<file path="src/rtl/mem_access_unit.sv">
// mem_access_unit: load/store unit in front of data_ram.
// Accepts one request per valid/ready handshake, drives the RAM's word
// address, byte-lane write enables and lane-replicated write data, and
// returns an extracted/extended load result one cycle later.
// Optional feature: define MEM_UNALIGNED_LR_EN to make LWL/LWR/SWL/SWR legal;
// without it those four opcodes report an illegal opcode.
module mem_access_unit #(
  parameter int depth = 65536
) (
  input  logic                      clk,
  input  logic                      reset,
  input  logic                      req_valid,
  output logic                      req_ready,
  input  logic [31:0]               req_addr,
  input  logic [3:0]                req_op,
  input  logic [31:0]               req_wdata,
  output logic                      resp_valid,
  input  logic                      resp_ready,
  output logic [31:0]               resp_rdata,
  output logic                      resp_addr_err,
  output logic                      resp_ill_op,
  output logic [31:0]               resp_badvaddr,
  output logic [$clog2(depth)-1:0]  ram_addr,
  output logic [31:0]               ram_din,
  input  logic [31:0]               ram_dout,
  output logic                      ram_en,
  output logic [3:0]                ram_we
);

  localparam int AW = $clog2(depth);

  localparam logic [3:0] OP_LB  = 4'b0000;
  localparam logic [3:0] OP_LH  = 4'b0001;
  localparam logic [3:0] OP_LW  = 4'b0010;
  localparam logic [3:0] OP_LBU = 4'b0100;
  localparam logic [3:0] OP_LHU = 4'b0101;
  localparam logic [3:0] OP_SB  = 4'b1000;
  localparam logic [3:0] OP_SH  = 4'b1001;
  localparam logic [3:0] OP_SW  = 4'b1010;
`ifdef MEM_UNALIGNED_LR_EN
  localparam logic [3:0] OP_LWL = 4'b0110;
  localparam logic [3:0] OP_LWR = 4'b0111;
  localparam logic [3:0] OP_SWL = 4'b1110;
  localparam logic [3:0] OP_SWR = 4'b1111;

  // Bits of the old rt value that LWL keeps (the low 3-k bytes).
  function automatic logic [31:0] lwl_keep(input logic [1:0] k);
    case (k)
      2'd0:    lwl_keep = 32'h00FF_FFFF;
      2'd1:    lwl_keep = 32'h0000_FFFF;
      2'd2:    lwl_keep = 32'h0000_00FF;
      2'd3:    lwl_keep = 32'h0000_0000;
      default: lwl_keep = 32'h0000_0000;
    endcase
  endfunction

  // Bits of the old rt value that LWR keeps (the high k bytes).
  function automatic logic [31:0] lwr_keep(input logic [1:0] k);
    case (k)
      2'd0:    lwr_keep = 32'h0000_0000;
      2'd1:    lwr_keep = 32'hFF00_0000;
      2'd2:    lwr_keep = 32'hFFFF_0000;
      2'd3:    lwr_keep = 32'hFFFF_FF00;
      default: lwr_keep = 32'h0000_0000;
    endcase
  endfunction

  // SWL writes lanes 0..k.
  function automatic logic [3:0] swl_lanes(input logic [1:0] k);
    case (k)
      2'd0:    swl_lanes = 4'b0001;
      2'd1:    swl_lanes = 4'b0011;
      2'd2:    swl_lanes = 4'b0111;
      2'd3:    swl_lanes = 4'b1111;
      default: swl_lanes = 4'b0000;
    endcase
  endfunction
`endif

  typedef enum logic {
    IDLE = 1'b0,
    RESP = 1'b1
  } state_t;

  state_t      state_r;
  logic        resp_valid_r;
  logic [31:0] resp_rdata_r;
  logic        resp_addr_err_r;
  logic        resp_ill_op_r;
  logic [31:0] resp_badvaddr_r;

  logic        accept_s;
  logic [1:0]  k_s;
  logic [31:0] shifted_s;
  logic [7:0]  byte_s;
  logic [15:0] half_s;
  logic [3:0]  we_s;
  logic [31:0] din_s;
  logic [31:0] rdata_s;
  logic        addr_err_s;
  logic        ill_op_s;

  // A new request can enter whenever the response register is free or is
  // being drained in the same cycle; reset blocks acceptance outright.
  assign req_ready = ~reset & ((state_r == IDLE) | resp_ready);
  assign accept_s  = req_valid & req_ready;

  assign ram_en   = accept_s;
  assign ram_addr = req_addr[AW+1:2];
  assign ram_din  = din_s;
  assign ram_we   = accept_s ? we_s : 4'b0000;

  assign resp_valid    = resp_valid_r;
  assign resp_rdata    = resp_rdata_r;
  assign resp_addr_err = resp_addr_err_r;
  assign resp_ill_op   = resp_ill_op_r;
  assign resp_badvaddr = resp_badvaddr_r;

  // Decode the request: lane enables, lane data, load extraction and errors.
  always_comb begin
    k_s        = req_addr[1:0];
    shifted_s  = ram_dout >> {k_s, 3'b000};
    byte_s     = shifted_s[7:0];
    half_s     = k_s[1] ? ram_dout[31:16] : ram_dout[15:0];
    we_s       = 4'b0000;
    din_s      = req_wdata;
    rdata_s    = 32'h0000_0000;
    addr_err_s = 1'b0;
    ill_op_s   = 1'b0;
    case (req_op)
      OP_LB:  rdata_s = {{24{byte_s[7]}}, byte_s};
      OP_LBU: rdata_s = {24'h00_0000, byte_s};
      OP_LH: begin
        if (k_s[0]) begin
          addr_err_s = 1'b1;
        end else begin
          rdata_s = {{16{half_s[15]}}, half_s};
        end
      end
      OP_LHU: begin
        if (k_s[0]) begin
          addr_err_s = 1'b1;
        end else begin
          rdata_s = {16'h0000, half_s};
        end
      end
      OP_LW: begin
        if (k_s != 2'b00) begin
          addr_err_s = 1'b1;
        end else begin
          rdata_s = ram_dout;
        end
      end
      OP_SB: begin
        we_s  = 4'b0001 << k_s;
        din_s = {4{req_wdata[7:0]}};
      end
      OP_SH: begin
        din_s = {2{req_wdata[15:0]}};
        if (k_s[0]) begin
          addr_err_s = 1'b1;
        end else begin
          we_s = k_s[1] ? 4'b1100 : 4'b0011;
        end
      end
      OP_SW: begin
        if (k_s != 2'b00) begin
          addr_err_s = 1'b1;
        end else begin
          we_s = 4'b1111;
        end
      end
`ifdef MEM_UNALIGNED_LR_EN
      OP_LWL: rdata_s = (ram_dout << {~k_s, 3'b000}) | (req_wdata & lwl_keep(k_s));
      OP_LWR: rdata_s = (ram_dout >> {k_s, 3'b000}) | (req_wdata & lwr_keep(k_s));
      OP_SWL: begin
        we_s  = swl_lanes(k_s);
        din_s = req_wdata >> {~k_s, 3'b000};
      end
      OP_SWR: begin
        we_s  = 4'b1111 << k_s;
        din_s = req_wdata << {k_s, 3'b000};
      end
`endif
      default: ill_op_s = 1'b1;
    endcase
  end

  // Response FSM: capture on accept, release on consume, hold under backpressure.
  always_ff @(posedge clk) begin
    if (reset) begin
      state_r         <= IDLE;
      resp_valid_r    <= 1'b0;
      resp_rdata_r    <= 32'h0000_0000;
      resp_addr_err_r <= 1'b0;
      resp_ill_op_r   <= 1'b0;
      resp_badvaddr_r <= 32'h0000_0000;
    end else if (accept_s) begin
      state_r         <= RESP;
      resp_valid_r    <= 1'b1;
      resp_rdata_r    <= rdata_s;
      resp_addr_err_r <= addr_err_s;
      resp_ill_op_r   <= ill_op_s;
      resp_badvaddr_r <= addr_err_s ? req_addr : 32'h0000_0000;
    end else if ((state_r == RESP) && resp_ready) begin
      state_r         <= IDLE;
      resp_valid_r    <= 1'b0;
      resp_rdata_r    <= 32'h0000_0000;
      resp_addr_err_r <= 1'b0;
      resp_ill_op_r   <= 1'b0;
      resp_badvaddr_r <= 32'h0000_0000;
    end else begin
      state_r         <= state_r;
      resp_valid_r    <= resp_valid_r;
      resp_rdata_r    <= resp_rdata_r;
      resp_addr_err_r <= resp_addr_err_r;
      resp_ill_op_r   <= resp_ill_op_r;
      resp_badvaddr_r <= resp_badvaddr_r;
    end
  end

endmodule

</file>
<file path="config.mk">
export PLATFORM = sky130hd
export DESIGN_NAME = mem_access_unit
export DESIGN_NICKNAME = d
export VERILOG_FILES = /design/src/rtl/mem_access_unit.sv
export SDC_FILE = /design/constraint.sdc
export NUM_CORES = 1
export LEC_CHECK = 0
export BUFFER_PORTS_ARGS = -buffer_cell sky130_fd_sc_hd__buf_2
export CAP_MARGIN = 30
export CELL_PAD_IN_SITES_DETAIL_PLACEMENT = 0
export CELL_PAD_IN_SITES_GLOBAL_PLACEMENT = 1
export CORE_ASPECT_RATIO = 0.75
export CORE_UTILIZATION = 31
export CTS_CLUSTER_DIAMETER = 100
export CTS_CLUSTER_SIZE = 12
export DETAILED_ROUTE_END_ITERATION = 6
export PLACE_DENSITY_LB_ADDON = 0.1
export SETUP_SLACK_MARGIN = 0.15
export SYNTH_ARGS = -nofsm -noshare
export SYNTH_HDL_FRONTEND = slang
export SYNTH_SLANG_ARGS = --single-unit
</file>
<file path="constraint.sdc">
create_clock -name clk -period 1.6 [get_ports clk]
set_input_delay 0 -clock clk [delete_from_list [all_inputs] [get_ports clk]]
set_output_delay 0 -clock clk [all_outputs]
set_load 0.02 [all_outputs]
</file>
# Yosys cells after proc, flatten, opt, wreduce, memory -nomap -nowiden
# Cells that the tools add are included.
# word_totals
output_inout_bits	121
mem_count	0
inputBits	104
ram_bits	0
mem_bits_ro	0
latch_bits	0
ff_bits	67
# classes
n_mux	23
div	0
n_addsub	0
mul	0
n_eq_ne	7
bitwise_logic	5
reduce_logical	7
n_shift	2
order_cmp	0
# ops
cell	n
$mux 32	6
$pmux 32 s5	1
$pmux 32 s2	1
$mux 16	2
$shr 32x5->8	1
$mux 4	4
$eq 4x4->1 const B	3
$pmux 4 s3	1
$eq 4x3->1 const B	2
$reduce_or 8->1	1
$mux 1	7
$eq 4x1->1 const B	1
$eq 4x2->1 const B	1
$logic_not 4->1	1
$reduce_bool 2->1	2
$shl 1x2->4 const A	1
$reduce_or 3->1	1
$and 1x1->1	2
$not 1->1	2
$pmux 1 s2	1
$reduce_or 2->1	1
$logic_and 1x1->1	1
$or 1x1->1	1

# Depth between registers and ports, before layout
# Gate-level depths: netlist (run 1).
# depth
word_depth	5
ltp_mapped	7
depth_no_buf	5

# Worst setup path before layout (run 1)
# Ideal clock, no wire load.
# synth_path
kind	register -> output
from	reg, netlist name resp_valid
to	out ram_we[0]
slack_ns	-0.732
required_time_ns	1.600
arrival_ns	2.332
path_buffers	0
stages_incl_launch_ff	5
cell_sequence	dfxtp_1 -> nor2b_4 -> nor2_1 -> nand3b_1 -> a2111oi_0
# synth_lines
element	line_no	source
end: declaration	27	output logic [3:0] ram_we

==> metrics.md, run 1 <==
| Metric | Value |
|---|---|
| Final setup fails | `2` |
| Headroom to the max-slew limit | `69.14%` |
| Maximum clock skew at final layout | `between 0.005 and 0.006 ns` |
| Final cell area excluding filler cells | `5806 um^2` |
| Net Count, Synth | `487` |
| Final setup TNS | `-0.03264 ns` |
| Number of antenna violations at the first check in global routing | `0` |
| DRC viols | `0` |
| Final weighted congestion in routability-driven placement | `0.8050` |
| Syn Inst Count | `383` |
| Violation count after the first detailed-routing iteration | `284` |
| Count of cells along the worst register-to-register path | `7` |
| Number of register bits inferred by synthesis | `67` |
| Number of buffers on the longest clock path | `2` |
| Worst R2R Setup Slack | `-0.02 ns` |
| RR Endpoint | `resp_rdata[13]` |
| Fmax achieved | `around 620 MHz` |
| Commonest register cell after synthesis | `sky130_fd_sc_hd__dfxtp_1` |
| H-tree level count | `3` |
| Number of input and output port buffers inserted | `224` |
| Post-layout net count | `739` |
| Die width | `127.6 um` |
| Maximum fanout along the worst path | `13` |
| Total overflow reported by the global router | `0` |
| Kind of critical path | `flop to flop` |
| Master cell of the clock root buffer | `sky130_fd_sc_hd__clkbuf_16` |
| Global-route wire length before repair | `a little under 20 mm` |
| Most common cell after layout, fill and taps aside | `sky130_fd_sc_hd__buf_2` |
| Transition time of the tightest slew-check pin | `between 0.4 and 0.5 ns` |
| Cells along the critical path | `buf_4, nor2_4, a21oi_4, buf_12, buf_6, a222oi_1, a211oi_2` |
| Post-synthesis cell type count | `46` |
| Cell family with most CP delay | `compound AO/OA/AOI/OAI gates` |
| Final antenna-violating net count | `0` |
| Leakage power summed over all cells | `2.648 nW` |
| Core footprint | `11,230 um^2` |
| Maximum vdd ir drop | `roughly 500 uV` |
| Worst path arrival time | `1.82 ns` |
| Clock tree from TritonCTS | `done` |
| HPWL Detailed | `about 10 mm` |
| Maximum capacitance violations | `0` |
| Via count | `4,063` |
| Overall die height | `between 90 and 100 um` |
| Starting utilization of the core area | `32.63%` |
| Final critical-path share of the clock period | `101.4%` |
| Number of buffers and inverters on the critical path | `3` |
| Post-synthesis sequential area ratio | `36.60%` |
| TritonCTS buffer count | `9` |
| Fraction of synthesis flops using an asynchronous set or reset pin | `0%` |
| Total cell area at the placement stage | `4937 um^2` |
| Row cnt | `33` |
| Per-cell via count in the routed design | `between 5 and 6` |
| Depth of the worst hold-timing path | `3` |
| Worst hold start | `ram_dout[30]` |
| Maximum number of pins on one net before global-route repair | `40` |
| Violations in the final reports | `setup timing` |
| Register clock-pin slew on the reported worst setup and hold paths | `roughly 0.060 ns` |
| Final WL | `13.77 mm` |
| Result of the run | `finished, violations left` |
| Netlist Area Pre-Place | `between 3000 and 4000 um^2` |
| Yosys warnings | `0` |
| Min-delay worst type | `input port to flop` |
| Proportion of layout cells with a drive suffix above 1 | `52.58%` |
| GRT Util Overall | `21.13%` |
| Setup repair after global routing missed its margin | `true` |
| Final count of pins violating max slew | `0` |
| Slowest stage delay, CP | `0.41 ns` |
| Mean area per synthesized cell | `9.569 um^2` |
| I/O pin total | `225` |
| Power Dens Cells | `809.0 nW/um^2` |
| Critical Path Start Type | `flop` |
| Hold EP | `resp_rdata[14]` |
| Pre-antenna DRT Iters | `7` |
| Routed wirelength normalized by instance count | `17.30 um` |
| Slowest CP cell | `sky130_fd_sc_hd__a222oi_1` |
| Endpoint required time on the critical path | `between 1.5 and 2 ns` |
| Leading cell types in the layout, fill and taps excluded | `220 x sky130_fd_sc_hd__buf_2, 66 x sky130_fd_sc_hd__dfxtp_1, 40 x sky130_fd_sc_hd__a21oi_1` |
| Layout overhead on the synthesized area | `58.42%` |
| Die Area | `12,270 um^2` |
| Total number of clock tree sinks | `between 60 and 70` |
| Number of antenna cells inserted | `0` |
| Setup crit end kind | `flop` |
| Final Critical Period | `1.623 ns` |
| Worst path setup slack after routing | `-0.02288 ns` |
| Clock Latency Late Sink | `0.33 ns` |
| Reg-to-Reg Start | `resp_valid` |
| Hold Vio Cnt, Final | `0` |
| Post-synth EDFFs | `0` |
| Via count of the first global-routing pass | `3,637` |
==> power breakdown <==
part | leakage, nW | internal (mW) | switching (mW) | total [mW]
Combinational | 1.96 | 0.445 | 0.565 | 1.01
Sequential | 0.542 | 1.70 | 0.0143 | 1.71
Clock | 0.148 | 1.23 | 0.743 | 1.98
Total | 2.65 | 3.37 | 1.32 | 4.70
==> metrics by stage <==
stage / setup WS [ns] / cells / util, % / hold slack [ns] / total power [mW]
finish: -0.02288 / 796 / 51.69 / 0.01747 / 4.697
floorplan: 0.1231 / 383 / - / 0.1126 / 2.269
global placement: 0.2022 / 733 / 43.96 / 0.2176 / 2.606
CTS: -0.02126 / 785 / 50.10 / 0.01225 / 4.676
detailed placement: 0.1386 / 733 / 43.96 / 0.2184 / 2.612
global route: -0.05928 / 796 / 51.69 / 0.04148 / 4.888
==> cells in the mapped netlist (2+ instances only) <==
library cell / instances / share of area [%]
sky130_fd_sc_hd__a221oi_1: 2 / 0.48
sky130_fd_sc_hd__nor4_1: 2 / 0.34
sky130_fd_sc_hd__a211oi_1: 8 / 1.6
sky130_fd_sc_hd__o32ai_1: 2 / 0.48
sky130_fd_sc_hd__buf_6: 3 / 0.92
sky130_fd_sc_hd__buf_4: 29 / 5.9
sky130_fd_sc_hd__inv_1: 4 / 0.41
sky130_fd_sc_hd__and3_1: 2 / 0.34
sky130_fd_sc_hd__mux2i_1: 18 / 4.9
sky130_fd_sc_hd__dfxtp_1: 67 / 37
sky130_fd_sc_hd__a31oi_1: 3 / 0.51
sky130_fd_sc_hd__nor3_1: 2 / 0.27
sky130_fd_sc_hd__a22o_1: 32 / 7.6
sky130_fd_sc_hd__nor2_1: 26 / 2.7
sky130_fd_sc_hd__o22ai_1: 3 / 0.51
sky130_fd_sc_hd__a222oi_1: 6 / 1.6
sky130_fd_sc_hd__o21ai_0: 11 / 1.5
sky130_fd_sc_hd__nand3_1: 4 / 0.55
sky130_fd_sc_hd__nor3b_2: 2 / 0.68
sky130_fd_sc_hd__nand3b_1: 2 / 0.41
sky130_fd_sc_hd__a211oi_2: 15 / 5.1
sky130_fd_sc_hd__mux2_2: 18 / 5.5
sky130_fd_sc_hd__nor4_4: 2 / 1.2
sky130_fd_sc_hd__a21oi_1: 40 / 5.5
sky130_fd_sc_hd__clkbuf_1: 12 / 1.2
sky130_fd_sc_hd__nand2_1: 10 / 1.0
sky130_fd_sc_hd__a32oi_1: 2 / 0.48
sky130_fd_sc_hd__nor2b_1: 6 / 1.0
sky130_fd_sc_hd__and2_1: 2 / 0.34
sky130_fd_sc_hd__buf_2: 12 / 1.6
sky130_fd_sc_hd__nor3_2: 2 / 0.55
sky130_fd_sc_hd__a22oi_1: 20 / 4.1
==> how the worst max path moves through the flow <==
stage | from | slack (ns) | cells after the start | to
2_1_floorplan | resp_valid | 0.12 | 4 | ram_we[0]
5_1_grt | resp_valid | -0.06 | 6 | ram_we[0]
3_3_place_gp | req_op[1] | 0.20 | 7 | ram_din[8]
6_report | resp_valid | -0.02 | 7 | resp_rdata[13]
4_1_cts | resp_valid | -0.02 | 6 | ram_we[1]
3_5_place_dp | resp_valid | 0.14 | 5 | resp_rdata[10]
==> logic make-up (layout without fill, tap and decap cells) <==
| group | Yosys count | count (layout) | share of synthesized area, % |
|---|---|---|---|
| compound gates | 150 | 150 | 31.04 |
| xor+xnor | 1 | 1 | 0.2390 |
| buf+inv | 60 | 316 | 10.14 |
| flops | 67 | 67 | 36.60 |
| mux | 37 | 37 | 11.06 |
| simple gates | 68 | 68 | 10.93 |
==> registers in the layout (all words and copies together), names as in the netlist <==
name / flops
resp_badvaddr: 32
resp_rdata: 32
resp_addr_err: 1
resp_ill_op: 1
resp_valid: 1
==> layer usage <==
metal | wire, um | up-vias | track usage, %
li1 | - | 1944 | -
met1 | 6171 | 1929 | 27.59
met2 | 6505 | 178 | 34.52
met3 | 913 | 12 | 4.725
met4 | 183 | 0 | 7.143
met5 | 0 | - | 0
==> what timing repair did <==
action,4_1_cts,5_1_grt
hold endpoints to repair,34,0
gates resized for setup,10,12
buffers inserted,3,7
setup endpoints to repair,6,40
cloned,0,4
pin swaps,6,13
hold buffers,34,0
==> area by class of cell <==
type	instances	area [um^2]
Fill cell	1095	5425
Multi-Input combinational cell	256	2064
Timing Repair Buffer	297	1892
Sequential cell	67	1345
Clock buffer	10	239.0
Tap cell	157	196.4
Clock inverter	5	53.80
Inverter	4	15.01
==> worst reg2reg max path, delay by kind of cell, from the launching register on <==
kind / cells / cell delay, ns
AOI/OAI and AO/OA: 3 / 0.60
buffers and inverters: 3 / 0.44
DFF: 1 / 0.34
and+or+nand+nor: 1 / 0.12
Note: power is estimated with default switching activity, not from simulation.
==> inputs of run 2 (changes only) <==
--- a/config.mk
+++ b/config.mk
@@ -9,7 +9,6 @@
 export CAP_MARGIN = 30
 export CELL_PAD_IN_SITES_DETAIL_PLACEMENT = 0
 export CELL_PAD_IN_SITES_GLOBAL_PLACEMENT = 1
-export CORE_ASPECT_RATIO = 0.75
 export CORE_UTILIZATION = 31
 export CTS_CLUSTER_DIAMETER = 100
 export CTS_CLUSTER_SIZE = 12
==> metrics.md, run 2 (synthesis gave the netlist of run 1 again) <==
| Metric | Value |
|---|---|
| TritonCTS buffer count | `9 (unchanged)` |
| Final count of pins violating max slew | `0 (unchanged)` |
| Hold EP | `resp_rdata[15]` |
| Starting utilization of the core area | `31.96% (-0.67 points)` |
| H-tree level count | `3 (unchanged)` |
| Placed cell count | `725 (-1.1%)` |
| Final antenna-violating net count | `0 (unchanged)` |
| Final weighted congestion in routability-driven placement | `0.7613 (-5.4%)` |
| Power Dens Cells | `803.1 nW/um^2 (-0.73%)` |
| Number of buffers on the longest clock path | `2 (unchanged)` |
| Per-cell via count in the routed design | `5.181 (+1.5%)` |
| Final critical-path share of the clock period | `98.22% (-3.2 points)` |
| Maximum number of pins on one net before global-route repair | `43 (+7.5%)` |
| Worst R2R Setup Slack | `0.06 ns (+0.08 ns)` |
| Count of cells along the worst register-to-register path | `7 (unchanged)` |
| Min-delay worst type | `input port to flop` |
| Die width | `110.7 um (-13%)` |
| Number of antenna cells inserted | `0 (unchanged)` |
| Master cell of the clock root buffer | `sky130_fd_sc_hd__clkbuf_16` |
| Utilization of the core after routing | `51.42% (-0.27 points)` |
| Via count | `4,088 (+0.62%)` |
| Violation count after the first detailed-routing iteration | `258 (-9.2%)` |
| Maximum fanout along the worst path | `3 (-10)` |
| Number of antenna violations at the first check in global routing | `0 (unchanged)` |
| Worst path setup slack after routing | `0.02841 ns (+0.05129 ns)` |
| Total overflow reported by the global router | `0 (unchanged)` |
| Leading cell types in the layout, fill and taps excluded | `220 x sky130_fd_sc_hd__buf_2, 66 x sky130_fd_sc_hd__dfxtp_1, 40 x sky130_fd_sc_hd__a21oi_1` |
| Final Critical Period | `1.572 ns (-0.05129 ns)` |
| Filler instances | `1,042 (-4.8%)` |
| Clock tree from TritonCTS | `done` |
| Register clock-pin slew on the reported worst setup and hold paths | `0.05 ns (about the same)` |
| Worst hold start | `ram_dout[15]` |
| Fin Hold WS | `0.01335 ns (-0.004115 ns)` |
| Worst setup slack before clock tree synthesis | `0.1151 ns (-0.02353 ns)` |
| Pre-antenna DRT Iters | `5 (-2)` |
| Kind of critical path | `flop to output pin` |
| Endpoint required time on the critical path | `1.60 ns (-0.20 ns)` |
| Overall die height | `110.7 um (+15%)` |
| Setup crit end kind | `output pin` |
| Total number of clock tree sinks | `67 (unchanged)` |
| Fmax achieved | `636.3 MHz (+3.3%)` |
| Worst path arrival time | `1.57 ns (-0.25 ns)` |
| Headroom to the max-slew limit | `57.03% (-12 points)` |
| Hold Vio Cnt, Final | `0 (unchanged)` |
| Result of the run | `completed` |
| I/O pin total | `225 (unchanged)` |
| Depth of the worst hold-timing path | `3 (unchanged)` |
| HPWL Detailed | `9.164 mm (-5.9%)` |
| Row cnt | `39 (+18%)` |
| Final Non-Filler Cells | `789 (-0.88%)` |
| Core footprint | `11,470 um^2 (+2.1%)` |
| Critical Path Start Type | `flop` |
| Maximum capacitance violations | `0 (unchanged)` |
| Number of input and output port buffers inserted | `224 (unchanged)` |
| Maximum vdd ir drop | `564.1 uV (+13%)` |
| DRC viols | `0 (unchanged)` |
| Die Area | `12,260 um^2 (about the same)` |
| Clock Latency Late Sink | `0.33 ns (about the same)` |
| Post-layout net count | `746 (+0.95%)` |
| Routed wirelength normalized by instance count | `17.30 um (about the same)` |
| Reg-to-Reg Start | `resp_valid` |
| Maximum clock skew at final layout | `0.004016 ns (-0.001142 ns)` |
| Final setup fails | `0 (-2)` |
| Global-route wire length before repair | `20.07 mm (+2.0%)` |
| Setup repair after global routing missed its margin | `true` |
| RR Endpoint | `resp_rdata[9]` |
| GRT Util Overall | `20.60% (-0.53 points)` |
| Transition time of the tightest slew-check pin | `0.6397 ns (+0.1768 ns)` |
| Via count of the first global-routing pass | `3,810 (+4.8%)` |
| Final cell area excluding filler cells | `5897 um^2 (+1.6%)` |
| Total cell area at the placement stage | `4965 um^2 (+0.56%)` |
| Leakage power summed over all cells | `2.698 nW (+1.9%)` |
| Proportion of layout cells with a drive suffix above 1 | `53.41% (+0.82 points)` |
| Layout overhead on the synthesized area | `60.91%` |
| Final WL | `13.65 mm (-0.91%)` |
| Most common cell after layout, fill and taps aside | `sky130_fd_sc_hd__buf_2` |
run 2: cell type report:
cell class	instances	area, um^2	area share, %
clock buffers	13	260.3	4.413
clock inverters	2	35.03	0.5941
inverters	4	15.01	0.2546
multi-input cells	256	2077	35.22
flip-flops and latches	67	1345	22.81
well taps	143	178.9	3.034
repair buffers	304	1986	33.67
run 2: through the flow:
stage          power, mW  TNS (ns)
2_1_floorplan      2.269         0
3_3_place_gp       2.611         0
3_5_place_dp       2.616         0
4_1_cts            4.684         0
5_1_grt            4.929   -0.1028
6_report           4.736         0
run 2: how the worst max path moves through the flow:
stage / endpoint / startpoint / slack (ns) / depth (start not counted)
after CTS: ram_we[2] / resp_valid / 0.02 / 6
after floorplan: ram_we[0] / resp_valid / 0.12 / 4
after global routing: ram_we[1] / resp_valid / -0.04 / 6
after global placement: resp_badvaddr[2] / req_op[1] / 0.15 / 7
after detailed placement: resp_badvaddr[3] / req_op[1] / 0.12 / 7
final: ram_we[2] / resp_valid / 0.03 / 6
run 2: power by group:
part / internal, mW / switching [mW] / leakage [nW]
clock: 1.28 / 0.715 / 0.146
combinational: 0.464 / 0.566 / 2.01
sequential: 1.70 / 0.0140 / 0.542
total: 3.44 / 1.30 / 2.70
run 2: repair_timing:
action	CTS	global route
setup endpoints to repair	4	67
resized for setup	7	17
gates cloned	0	6
buffers inserted	3	7
hold buffers	33	0
hold endpoints to repair	33	0
pin swaps	1	11
run 2: worst max-delay path: stages, from the launching register on:
cell	delay (ns)
sky130_fd_sc_hd__dfxtp_4	0.34
sky130_fd_sc_hd__nor2b_4	0.14
sky130_fd_sc_hd__nor2_4	0.09
sky130_fd_sc_hd__nand3b_1	0.18
sky130_fd_sc_hd__buf_6	0.19
sky130_fd_sc_hd__nor3_4	0.16
sky130_fd_sc_hd__buf_6	0.14
run 2: routing by layer:
metal	vias to the layer above	global-route usage [%]	wire [um]	share of wire [%]
li1	1959	-	-	-
met1	1916	26.09	5913	43
met2	190	33.75	6621	49
met3	23	4.757	853	6.3
met4	0	8.267	260	1.9
met5	-	0	0	0
